$ cat src/rtl/bcd_pkg.sv
// ----------------------------------------------------------------------------
// bcd_pkg
// Shared definitions for the BCD conversion blocks.
//   bcd_digits()     : number of decimal digits used for a given binary width
//   DIGIT_MAX        : largest legal BCD digit value
//   bcd2bin_state_t  : state encoding of the sequential BCD-to-binary FSM
// ----------------------------------------------------------------------------
package bcd_pkg;

  localparam int DIGIT_MAX = 9;

  typedef enum logic [1:0] {
    IDLE = 2'd0,
    CONV = 2'd1,
    DONE = 2'd2
  } bcd2bin_state_t;

  // Integer form of ceil(bin_width * log10(2)), with log10(2) taken as 0.3.
  // Gives 3 digits for both 8-bit and 10-bit results.
  function automatic int bcd_digits(int bin_width);
    return (bin_width * 3 + 9) / 10;
  endfunction

endpackage

$ cat src/rtl/bcd_digit_mac.sv
// ----------------------------------------------------------------------------
// bcd_digit_mac
// One decimal multiply-accumulate step: acc_out = acc_in*10 + digit.
// Purely combinational so that a parallel converter can chain copies of it.
//   acc_in    in  ACC_WIDTH  running binary value
//   digit     in  4          next BCD digit (most significant first)
//   acc_out   out ACC_WIDTH  acc_in*10 + digit, truncated to ACC_WIDTH
//   digit_bad out 1          digit is not a legal BCD value (>9)
// ----------------------------------------------------------------------------
module bcd_digit_mac
  import bcd_pkg::*;
#(
  parameter int ACC_WIDTH = 14
) (
  input  logic [ACC_WIDTH-1:0] acc_in,
  input  logic [3:0]           digit,
  output logic [ACC_WIDTH-1:0] acc_out,
  output logic                 digit_bad
);

  // x*10 as (x<<3)+(x<<1): two adders, no multiplier.
  always_comb begin
    acc_out   = (acc_in << 3) + (acc_in << 1) + ACC_WIDTH'(digit);
    digit_bad = (digit > 4'(DIGIT_MAX));
  end

endmodule

$ cat src/rtl/bcd2bin_seq.sv
// ----------------------------------------------------------------------------
// bcd2bin_seq
// Sequential BCD-to-binary converter. Accepts a packed BCD word on a
// ready/start handshake, folds in one digit per clock (most significant
// first) and presents the binary result with a one-cycle valid pulse.
//   clk    in  1          rising-edge clock
//   rst    in  1          synchronous active-high reset
//   start  in  1          conversion request, taken only while ready=1
//   bcd    in  BCD_WIDTH  packed BCD, digit 0 (ones) in bcd[3:0]
//   ready  out 1          idle, can accept start
//   valid  out 1          one-cycle pulse, bin/err hold a new result
//   bin    out BIN_WIDTH  binary result, held until the next result
//   err    out 1          last result had a digit >9 or exceeded 2**BIN_WIDTH-1
// ----------------------------------------------------------------------------
module bcd2bin_seq
  import bcd_pkg::*;
#(
  parameter int BIN_WIDTH  = 10,
  parameter int BCD_DIGITS = bcd_digits(BIN_WIDTH),
  parameter int BCD_WIDTH  = 4 * BCD_DIGITS
) (
  input  logic                 clk,
  input  logic                 rst,
  input  logic                 start,
  input  logic [BCD_WIDTH-1:0] bcd,
  output logic                 ready,
  output logic                 valid,
  output logic [BIN_WIDTH-1:0] bin,
  output logic                 err
);

  // Four guard bits: a legal accumulator (<2**BIN_WIDTH) times 10 plus 15
  // always fits, so the first overflow is always visible in the guard bits.
  localparam int ACC_W = BIN_WIDTH + 4;
  localparam int CNT_W = $clog2(BCD_DIGITS + 1);

  bcd2bin_state_t r_state;
  bcd2bin_state_t w_state_next;

  logic [BCD_WIDTH-1:0] r_shift;
  logic [ACC_W-1:0]     r_acc;
  logic [CNT_W-1:0]     r_cnt;
  logic                 r_sticky;
  logic [BIN_WIDTH-1:0] r_bin;
  logic                 r_err;

  logic [3:0]           w_top_digit;
  logic [ACC_W-1:0]     w_acc_next;
  logic                 w_digit_bad;
  logic                 w_overflow;
  logic                 w_sticky_next;
  logic                 w_last;

  assign w_top_digit   = r_shift[BCD_WIDTH-1 -: 4];
  assign w_overflow    = |w_acc_next[ACC_W-1:BIN_WIDTH];
  assign w_sticky_next = r_sticky | w_digit_bad | w_overflow;
  assign w_last        = (r_cnt == CNT_W'(BCD_DIGITS - 1));

  bcd_digit_mac #(
    .ACC_WIDTH (ACC_W)
  ) u_mac (
    .acc_in    (r_acc),
    .digit     (w_top_digit),
    .acc_out   (w_acc_next),
    .digit_bad (w_digit_bad)
  );

  // --------------------------------------------------------------------------
  // FSM: state register
  // --------------------------------------------------------------------------
  // NOTE: sequential state uses non-blocking (<=) so every register samples
  // the pre-edge values of its sources, independent of statement order.
  always_ff @(posedge clk) begin
    if (rst) begin
      r_state <= IDLE;
    end else begin
      r_state <= w_state_next;
    end
  end

  // --------------------------------------------------------------------------
  // FSM: next-state logic
  // --------------------------------------------------------------------------
  // NOTE: the default assignment on entry keeps every path assigned, so no
  // latch is inferred for w_state_next.
  always_comb begin
    w_state_next = r_state;
    unique case (r_state)
      IDLE:    if (start)  w_state_next = CONV;
      CONV:    if (w_last) w_state_next = DONE;
      DONE:    w_state_next = IDLE;
      default: w_state_next = IDLE;
    endcase
  end

  // --------------------------------------------------------------------------
  // FSM: outputs (state only, no path from start or bcd)
  // --------------------------------------------------------------------------
  always_comb begin
    ready = (r_state == IDLE);
    valid = (r_state == DONE);
  end

  // --------------------------------------------------------------------------
  // Datapath: digit shift register, accumulator, counter, result registers
  // --------------------------------------------------------------------------
  // NOTE: every datapath register is reset, not just the visible outputs, so
  // an aborted conversion leaves no stale digits or error state behind.
  always_ff @(posedge clk) begin
    if (rst) begin
      r_shift  <= '0;
      r_acc    <= '0;
      r_cnt    <= '0;
      r_sticky <= 1'b0;
      r_bin    <= '0;
      r_err    <= 1'b0;
    end else begin
      unique case (r_state)
        IDLE: begin
          if (start) begin
            r_shift  <= bcd;
            r_acc    <= '0;
            r_cnt    <= '0;
            r_sticky <= 1'b0;
          end
        end
        CONV: begin
          r_acc    <= w_acc_next;
          r_shift  <= r_shift << 4;
          r_cnt    <= r_cnt + CNT_W'(1);
          r_sticky <= w_sticky_next;
          // Last digit: publish the result directly from the MAC output so
          // bin/err update on the same edge that enters DONE.
          if (w_last) begin
            r_bin <= w_acc_next[BIN_WIDTH-1:0];
            r_err <= w_sticky_next;
          end
        end
        default: ;
      endcase
    end
  end

  assign bin = r_bin;
  assign err = r_err;

endmodule
$ cat config.mk
export PLATFORM = sky130hd
export DESIGN_NAME = bcd2bin_seq
export DESIGN_NICKNAME = d
export VERILOG_FILES = /design/src/rtl/bcd_pkg.sv /design/src/rtl/bcd_digit_mac.sv /design/src/rtl/bcd2bin_seq.sv
export SDC_FILE = /design/constraint.sdc
export NUM_CORES = 1
export LEC_CHECK = 0
export ABC_AREA = 1
export BUFFER_PORTS_ARGS = -buffer_cell sky130_fd_sc_hd__buf_2
export CAP_MARGIN = 20
export CORE_UTILIZATION = 42
export CTS_CLUSTER_DIAMETER = 200
export CTS_CLUSTER_SIZE = 8
export DETAILED_ROUTE_END_ITERATION = 8
export GPL_ROUTABILITY_DRIVEN = 1
export SLEW_MARGIN = 5
export SYNTH_ARGS = -nofsm -noshare
export SYNTH_HDL_FRONTEND = slang
export SYNTH_SLANG_ARGS = --single-unit
$ cat constraint.sdc
create_clock -name clk -period 2.9 [get_ports clk]
set_clock_uncertainty 0.05 [all_clocks]
set_input_delay 0.29 -clock clk [delete_from_list [all_inputs] [get_ports clk]]
set_output_delay 0.29 -clock clk [all_outputs]
set_load 0.1 [all_outputs]
==> flow_summary_export.csv <==
group,metric,value,unit
worst_setup_path,crit_slowest_cell,"fa_1",
clock_network,cts.sinks,41,
worst_setup_path,worstPathMaxFanout,3,
clock_network,clock_path_buffers,2,
global_route,grt.total_usage,0.188,
sta,hold_viol_final,0,
logic_synthesis,avgSynthCellArea,6.92,um^2
global_route,first_global_vias,1944,
global_route,antenna_found_initial,0,
cells_and_area,final_cell_mix,"nand2_1 (102), dfxtp_1 (41), nor2_1 (37), inv_1 (37), a21oi_1 (34)",
power,peakVddDrop,0.265,mV
logic_synthesis,synth_xor_area_frac,0.0221,
worst_setup_path,slowest_delay,0.53,ns
sta,period_share,0.828,
route,viasPerCell,4.79,
logic_synthesis,synth_top_family_by_area,"simple AND/OR/NAND/NOR gates",
worst_setup_path,r2r-end,"err",
place,place.gp.congestion,0.889,
clock_network,ctsResizeCount,0,
job,drv_cap,0,
logic_synthesis,ys_seq_elements,41,
worst_setup_path,cp.buffers_inverters,2,
route,wl_per_cell,11.7,um
worst_setup_path,cp_data_required_time,3.04,ns
route,routed_wl,5150,um
worst_setup_path,rr_startpoint,"r_shift[11]",
route,drt_pass1_iterations,4,
logic_synthesis,synth-adder-area-share,0.138,
clock_network,clockRootBuffer,"clkbuf_8",
floorplanning,pin_count,28,
floorplanning,die_w,77.2,um
cells_and_area,final_common_cell,"nand2_1",
clock_network,ctsHoldBuffers,0,
hold_path,min_to,"r_shift[0]",
sta,min_period,2.40,ns
hold_path,hold_depth,3,
sta,max_freq,417,MHz
floorplanning,rows,27,
clock_network,cts.clk_slew.worst_paths,0.08,ns
cells_and_area,layout-area-overhead-vs-synth,12.0,%
cells_and_area,layout-drive-gt1-share,0.131,
floorplanning,core-area,5470,um^2
worst_setup_path,cp.arrival,2.54,ns
global_route,grt_max_degree,42,
cells_and_area,n_fill_cell,596,
worst_setup_path,endpoint_kind,"flip-flop",
place,dpl.hpwl,3800,um
worst_setup_path,start_kind,"flip-flop",
floorplanning,start_util,0.434,
sta,rsz0062_at_grt,"no",
worst_setup_path,r2r_cells,11,
place,port-buffer-count,27,
logic_synthesis,postSynthNetCount,383,
cells_and_area,finalNetCount,406,
worst_setup_path,r2r_slack,0.50,ns
route,drtIter0Drc,102,
outcome,outcome,"finished clean",
logic_synthesis,muxShareOfSynthArea,0,
route,drc_errors,0,
global_route,grt_first_pass_wirelength,8860,um
power,power.density,456,nW/um^2
worst_setup_path,path_cells,"inv_1 > fa_1 > fa_1 > nor2_1 > o21ai_0 > nand3_1 > nand2_1 > nor2_1 > nand3_1 > o21ai_1 > inv_1",
floorplanning,die_area,5960,um^2
clock_network,clock_latency,0.29,ns
logic_synthesis,synth_cell_types,27,
worst_setup_path,crit_type,"flip-flop to flip-flop",
sta,slew_viol_final,0,
sta,fin_hold_ws,0.192,ns
hold_path,hold_class,"input pin to flip-flop",
sta,worstMarginPinSlew,0.783,ns
route,ant_nets,0,
global_route,gr-total-overflow,0,
sta,setup_tns,0,ns
route,dr_total_vias,2104,
logic_synthesis,synth_warnings,0,
logic_synthesis,ys_seq_area_frac,0.346,
worst_setup_path,crit_family,"adder cells",
clock_network,cts_tree,"done",
logic_synthesis,synth_cells,343,
clock_network,cts_buffers,5,
logic_synthesis,synthesis.area,2370,um^2
sta,setup-violations-final,0,
hold_path,hp-start,"bcd[0]",
floorplanning,die_y,77.2,um
cells_and_area,diodes,0,
logic_synthesis,synthSimpleGateAreaFrac,0.279,
sta,relSlewSlack,0.478,
clock_network,htree_levels,2,
clock_network,post-cts-setup-buffer-count,0,
logic_synthesis,synth_compound_area_frac,0.129,
power,p_leak,1.31,nW
## per-stage QoR
| step | instance area (um^2) | setup WS, ns | util | std cells | power (mW) |
|---|---|---|---|---|---|
| 6_report | 2660 | 0.500 | 0.486 | 439 | 1.21 |
| 5_1_grt | 2660 | 0.240 | 0.486 | 439 | 1.28 |
| 4_1_cts | 2660 | 0.497 | 0.486 | 439 | 1.23 |
| 3_5_place_dp | 2550 | 0.522 | 0.465 | 431 | 0.768 |
| 3_3_place_gp | 2550 | 0.579 | 0.465 | 431 | 0.766 |
| 2_1_floorplan | 2370 | 0.387 | - | 343 | 0.731 |
## worst min-delay path, cell delays in order
cell,delay [ns]
buf_2,0.09
nand2_1,0.05
a21oi_1,0.06
## worst max path at each step
stage | to | cells past startpoint | startpoint | slack (ns)
CTS | r_sticky | 11 | r_acc[0] | 0.50
floorplan | r_shift[9] | 8 | r_state[0] | 0.39
detailed placement | r_sticky | 11 | r_shift[11] | 0.52
finish | err | 11 | r_shift[11] | 0.50
global placement | err | 11 | r_shift[11] | 0.58
global route | err | 11 | r_acc[0] | 0.24
## sequential cells by signal, indices dropped and copies added (netlist names)
register	count
r_acc	13
r_shift	12
bin	10
r_cnt	2
r_state	2
err	1
r_sticky	1
## report_power, final
group	total [mW]	internal (mW)	switching, mW
clock	0.458	0.258	0.200
sequential	0.599	0.584	0.0142
combinational	0.155	0.0484	0.106
total	1.21	0.891	0.320
## synth_stat cells
cell type  instances  share of area
buf_2              4         0.0084
a21oi_2            1         0.0037
a211oi_1           2         0.0063
fa_1               2          0.017
xor2_1             2         0.0074
a31oi_1            2         0.0053
nand3_1           11          0.023
ha_1              23           0.12
clkbuf_2           1         0.0021
nand3_2            1         0.0042
inv_1             37          0.059
o21ai_1            2         0.0042
nand4_1            3         0.0079
dfxtp_1           41           0.35
o22ai_1            1         0.0026
nor2_1            37          0.059
a21oi_1           34          0.072
inv_2              2         0.0032
clkbuf_1           5         0.0079
o21ai_0           12          0.025
or2_2              3         0.0079
nor2_2             3         0.0079
nand2_1          102           0.16
buf_4              2         0.0063
o21bai_1           3         0.0095
xnor2_1            4          0.015
nand2_2            3         0.0079
## metal layers
layer	track usage	vias to the layer above	routed length, um
met5	0	-	0
met4	0.0566	0	61
met3	0.0321	5	145
met2	0.323	30	2470
met1	0.237	934	2470
li1	-	1135	-
## logic make-up after synthesis
kind of cell	Yosys count
adders and majority gates	25
xor gates and xnor gates	6
and+or+nand+nor	163
DFF	41
buffers and inverters	51
AOI/OAI and AO/OA	57
## cell type report
cell class / instances / area, um^2 / area share
multi-input combinational: 251 / 1350 / 0.507
inverter: 39 / 146 / 0.0551
clock inverter: 2 / 38.8 / 0.0146
tap: 72 / 90.1 / 0.0339
sequential: 41 / 821 / 0.309
timing repair buffer: 28 / 143 / 0.0536
clock buffer: 6 / 72.6 / 0.0273
(Power assumes the default switching activity.)
